<file path="src/rtl/serial_addsub_pkg.sv">
// Shared definitions for the nibble-serial adder/subtractor: FSM states and slice width.
package serial_addsub_pkg;

   typedef enum logic [1:0] {
      IDLE = 2'd0,
      BUSY = 2'd1,
      DONE = 2'd2
   } state_t;

   localparam int NIBBLE_W = 4;

endpackage

</file>
<file path="src/rtl/serial_addsub_carry4.sv">
// Behavioural model of the CARRY4 4-bit carry-chain primitive used as the adder slice.
module CARRY4 (
   input  logic [3:0] S,
   input  logic [3:0] DI,
   input  logic       CI,
   input  logic       CYINIT,
   output logic [3:0] O,
   output logic [3:0] CO
);

   logic [4:0] chain;

   // Each stage propagates the incoming carry when S is set, otherwise generates DI.
   always_comb begin
      chain    = '0;
      chain[0] = CI | CYINIT;
      for (int i = 0; i < 4; i++) begin
         O[i]         = S[i] ^ chain[i];
         chain[i + 1] = S[i] ? chain[i] : DI[i];
      end
      CO = chain[4:1];
   end

endmodule

</file>
<file path="src/rtl/serial_addsub.sv">
// Nibble-serial add/subtract unit: one 4-bit CARRY4 slice per BUSY cycle, LSB first.
// Define SERIAL_ADDSUB_FLAGS_EN to add registered zero_o / negative_o result flags.
module serial_addsub
   import serial_addsub_pkg::*;
#(
   parameter int WIDTH_P = 32
) (
   input  logic               clk_i,
   input  logic               reset_i,
   input  logic               valid_i,
   output logic               ready_o,
   input  logic [WIDTH_P-1:0] a_i,
   input  logic [WIDTH_P-1:0] b_i,
   input  logic               sub_i,
   output logic               valid_o,
   input  logic               ready_i,
   output logic [WIDTH_P-1:0] sum_o,
   output logic               carry_o,
   output logic               overflow_o
`ifdef SERIAL_ADDSUB_FLAGS_EN
   ,
   output logic               zero_o,
   output logic               negative_o
`endif
);

   localparam int N     = WIDTH_P / NIBBLE_W;
   localparam int CNT_W = $clog2(N);

   state_t               state;
   logic [CNT_W-1:0]     cnt;
   logic [WIDTH_P-1:0]   a_q;
   logic [WIDTH_P-1:0]   b_q;
   logic                 carry_q;
   logic [WIDTH_P-1:0]   sum_q;
   logic [WIDTH_P-1:0]   sum_next;
   logic [NIBBLE_W-1:0]  a_nib;
   logic [NIBBLE_W-1:0]  b_nib;
   logic [NIBBLE_W-1:0]  slice_o;
   logic [NIBBLE_W-1:0]  slice_co;
   logic                 last;
   logic                 unused_co;

   assign a_nib     = a_q[int'(cnt) * NIBBLE_W +: NIBBLE_W];
   assign b_nib     = b_q[int'(cnt) * NIBBLE_W +: NIBBLE_W];
   assign last      = (cnt == CNT_W'(N - 1));
   assign unused_co = ^slice_co[1:0];

   CARRY4 u_slice (
      .S      (a_nib ^ b_nib),
      .DI     (a_nib),
      .CI     (carry_q),
      .CYINIT (1'b0),
      .O      (slice_o),
      .CO     (slice_co)
   );

   // Result with the current nibble merged in, so flags can be taken from the final value.
   always_comb begin
      sum_next = sum_q;
      sum_next[int'(cnt) * NIBBLE_W +: NIBBLE_W] = slice_o;
   end

   assign ready_o = (state == IDLE);
   assign valid_o = (state == DONE);
   assign sum_o   = sum_q;

   // Subtraction is a + ~b + 1: b is inverted on capture and the carry chain seeded with 1.
   always_ff @(posedge clk_i) begin
      if (reset_i) begin
         state      <= IDLE;
         cnt        <= '0;
         a_q        <= '0;
         b_q        <= '0;
         carry_q    <= 1'b0;
         sum_q      <= '0;
         carry_o    <= 1'b0;
         overflow_o <= 1'b0;
`ifdef SERIAL_ADDSUB_FLAGS_EN
         zero_o     <= 1'b0;
         negative_o <= 1'b0;
`endif
      end else begin
         case (state)
            IDLE: begin
               if (valid_i) begin
                  a_q     <= a_i;
                  b_q     <= b_i ^ {WIDTH_P{sub_i}};
                  carry_q <= sub_i;
                  cnt     <= '0;
                  state   <= BUSY;
               end
            end
            BUSY: begin
               sum_q   <= sum_next;
               carry_q <= slice_co[3];
               if (last) begin
                  state      <= DONE;
                  carry_o    <= slice_co[3];
                  overflow_o <= slice_co[3] ^ slice_co[2];
`ifdef SERIAL_ADDSUB_FLAGS_EN
                  zero_o     <= (sum_next == '0);
                  negative_o <= sum_next[WIDTH_P-1];
`endif
               end else begin
                  cnt <= cnt + 1'b1;
               end
            end
            DONE: begin
               if (ready_i) begin
                  state <= IDLE;
               end
            end
            default: state <= IDLE;
         endcase
      end
   end

endmodule

</file>
<file path="config.mk">
export PLATFORM = sky130hd
export DESIGN_NAME = serial_addsub
export DESIGN_NICKNAME = d
export VERILOG_FILES = /design/src/rtl/serial_addsub_pkg.sv /design/src/rtl/serial_addsub_carry4.sv /design/src/rtl/serial_addsub.sv
export SDC_FILE = /design/constraint.sdc
export NUM_CORES = 1
export LEC_CHECK = 0
export CAP_MARGIN = 40
export CORE_AREA = 2 2 101 103
export CTS_CLUSTER_DIAMETER = 30
export DETAILED_ROUTE_END_ITERATION = 16
export DIE_AREA = 0 0 103 105
export PLACE_DENSITY = 0.77
export REMOVE_ABC_BUFFERS = 1
export SLEW_MARGIN = 0
export SYNTH_ARGS = -nofsm -noshare
export SYNTH_HDL_FRONTEND = slang
export SYNTH_SLANG_ARGS = --single-unit
</file>
<file path="constraint.sdc">
create_clock -name clk_i -period 2.85 [get_ports clk_i]
set_input_delay 0.285 -clock clk_i [delete_from_list [all_inputs] [get_ports clk_i]]
set_output_delay 0.285 -clock clk_i [all_outputs]
set_load 0.02 [all_outputs]
</file>
==> results.toml <==
[timing]
period_share_pct = 96.3
setup_viol = 0
fin_skew_ns = 0.0139
setup_ws_ns = 0.105
maxSlewViolCount = 0
rsz0062_at_grt = "no"
fmax_mhz = 364
slew_headroom_pct = 42.0
min_period_ns = 2.74
hold_violations = 0
worstMarginPinSlew_ns = 0.870

[power_and_ir_drop]
p_sw_share_pct = 26.9
clkPwrFrac_pct = 30.4
combPwrFrac_pct = 18.3
vdd_drop_max_mv = 0.286
cellPowerDensity_nw_per_um2 = 499
p_sw_uw = 825
seqPwrFrac_pct = 51.3
p_leak_nw = 2.20
cell_internal_pwr_mw = 2.24

[route]
viasPerCell = 5.20
drtAntennaViolNets = 0
wl_um = 10300
drc = 0
drt_iter0_markers = 128
vias = 3965
post_drt_wl_per_cell_um = 13.6
drt_pass1_iterations = 4

[placement]
dp_slack_ns = -0.0627
dpl.cell_count = 745
placed_area_um2 = 5920
globalplace.congestion = 0.826
dp_hpwl_um = 7570
io_buffers = 104

[worst_hold_path]
hold_depth = 2
hold_class = "reg -> reg"
holdPathEnd = "a_q[15]"
min_from = "a_q[15]"

[floorplan]
rows = 36
coreArea_um2 = 9640
dieArea_um2 = 10800
die_w_um = 103
ios = 105
die_h_um = 105
initial_core_util_pct = 49.2

[setup_path]
r2r_setup_slack_ns = 0.11
path_cells = "mux4_1 > mux2_2 > maj3_2 > a211oi_2 > nor2_1 > xnor2_2 > buf_4 > o31ai_1"
required_ns = 3.13
worstSetupEndpointType = "flop"
crit_type = "reg -> reg"
slowest_delay_ns = 0.57
ff2ff_path_depth = 8
worst_r2r_endpoint = "sum_o[19]"
crit_path_start_kind = "flop"
cpMaxStageDelayCell = "mux4_1"
rr_startpoint = "cnt[0]"
path_max_fanout = 8
critPathArrivalTime_ns = 3.02

[clock_network]
clk_pin_slew_ns = 0.10
clk_latency_ns = 0.36
ctsHoldBuffers = 0
clockBufferDepth = 2
cts_tree = "built"
numCtsBuffers = 9
cts.htree.levels = 3
cts_sinks = 104
cts_root_buffer = "clkbuf_8"

[finish]
diodes = 0
fillers = 832
instances_no_fill = 762
mostFrequentLayoutCells = "102 x dfxtp_1, 102 x clkdlybuf4s50_1, 79 x nor2_1"
final_area_um2 = 6150
finalNetCount = 700
drive_above_1_share_pct = 9.22
areaGrowthSynthToFinish_pct = 29.6

[global_routing]
globalRouteOverflowTotal = 0
grt_pass1_wl_um = 17200
grt_max_degree = 87
grt_pass1_vias = 3606
antenna_found_initial = 0
grt_use_total_pct = 19.7

[yosys]
avgSynthCellArea_um2 = 8.97
yosys_warnings = 0
synth-seq-area-share_pct = 43.9
synth-seq-cells = 104
netlist_area_um2 = 4750
synthDistinctLibCells = 45
synthCells = 529

[run_status]
status = "completed"

[flow_run]
cap_viol_max_count = 0
[metal layers]
layer / GRT usage, % / routed length [µm]
met1: 27.5 / 4820
met2: 31.3 / 4800
met3: 3.01 / 587
met4: 5.64 / 116
met5: 0 / 0
[cell usage after synthesis, drive strengths merged]
cell / number / area (µm²)
a211oi: 33 / 253
a21oi: 53 / 269
a22o: 1 / 8.76
a22oi: 8 / 60.1
a311oi: 1 / 8.76
a31oi: 1 / 6.26
and2: 2 / 12.5
buf: 7 / 37.5
clkbuf: 28 / 105
dfxtp: 104 / 2080
ha: 7 / 87.6
inv: 4 / 15.0
maj3: 1 / 11.3
mux2: 2 / 22.5
mux2i: 8 / 80.1
mux4: 16 / 383
nand2: 77 / 289
nand2b: 2 / 12.5
nand3: 2 / 10.0
nand3b: 9 / 67.6
nand4: 1 / 6.26
nand4b: 1 / 8.76
nor2: 79 / 297
nor2b: 2 / 12.5
nor3: 16 / 80.1
nor3b: 1 / 7.51
o2111ai: 1 / 8.76
o211ai: 1 / 7.51
o21a: 1 / 7.51
o21ai: 8 / 40.0
o21ba: 1 / 10.0
o221ai: 1 / 8.76
o31ai: 2 / 15.0
or2: 1 / 6.26
or3: 7 / 43.8
xnor2: 36 / 330
xor2: 4 / 35.0
[power groups by stage]
stage                     combinational, mW  sequential [mW]  clock [mW]
after floorplan                       0.309             1.60           0
after global placement                0.542             1.61           0
after detailed placement              0.555             1.61           0
after CTS                             0.557             1.57       0.954
after global routing                  0.619             1.58        1.01
final                                 0.561             1.57       0.934
[sequential cells by signal, summed over array words and instances (netlist names)]
register	flops
state	2
carry_q	1
overflow_o	1
b_q	32
a_q	32
carry_o	1
sum_o	32
cnt	3
[how the worst max path moves through the flow]
stage          startpoint   endpoint  depth (start not counted)
2_1_floorplan    state[1]     cnt[1]                          5
3_3_place_gp       cnt[0]  sum_o[15]                          7
3_5_place_dp       cnt[0]  sum_o[31]                          7
4_1_cts            cnt[0]  sum_o[27]                          7
5_1_grt            cnt[0]  sum_o[19]                          8
6_report           cnt[0]  sum_o[19]                          8
[critical path, delay by kind of cell, from the launching register on]
kind / cells / cell delay, ns
DFF: 1 / 0.44
muxes: 2 / 0.89
xor gates and xnor gates: 1 / 0.16
adders and majority gates: 1 / 0.40
buffers and inverters: 1 / 0.17
AOI/OAI and AO/OA: 2 / 0.50
and+or+nand+nor: 1 / 0.10
[cell type report]
type / count / area [µm²] / area share, %
well taps: 133 / 166 / 2.71
repair buffers: 119 / 1160 / 18.8
clock inverters: 6 / 67.6 / 1.10
inverters: 4 / 15.0 / 0.244
multi-input cells: 386 / 2520 / 40.9
flip-flops and latches: 104 / 2090 / 33.9
clock buffers: 10 / 138 / 2.24
[through the flow]
| step | setup TNS [ns] | util [%] | total power [mW] | hold WS (ns) |
|---|---|---|---|---|
| finish | 0 | 63.8 | 3.07 | 0.462 |
| global route | 0 | 63.8 | 3.22 | 0.465 |
| CTS | 0 | 63.6 | 3.09 | 0.452 |
| detailed placement | -0.378 | 61.4 | 2.16 | 0.445 |
| global placement | 0 | 61.4 | 2.15 | 0.441 |
| floorplan | -3.98 | - | 1.91 | 0.354 |
[cells by family (layout without fill, tap and decap cells)]
kind of cell | after synthesis | after routing | synth area share, %
compound gates | 112 | 112 | 14.8
fa+ha+maj | 8 | 8 | 2.08
buf+inv | 39 | 139 | 3.32
simple gates | 200 | 200 | 18.0
mux | 26 | 26 | 10.2
xor+xnor | 40 | 40 | 7.70
flops | 104 | 104 | 43.9
[timing repair]
action | CTS | global route
setup buffers | 0 | 1
gates resized for setup | 1 | 4
pin swaps | 0 | 1
setup endpoints to repair | 11 | 8
endpoints found under the hold margin | 0 | 0
Note: power is estimated with default switching activity, not from simulation.
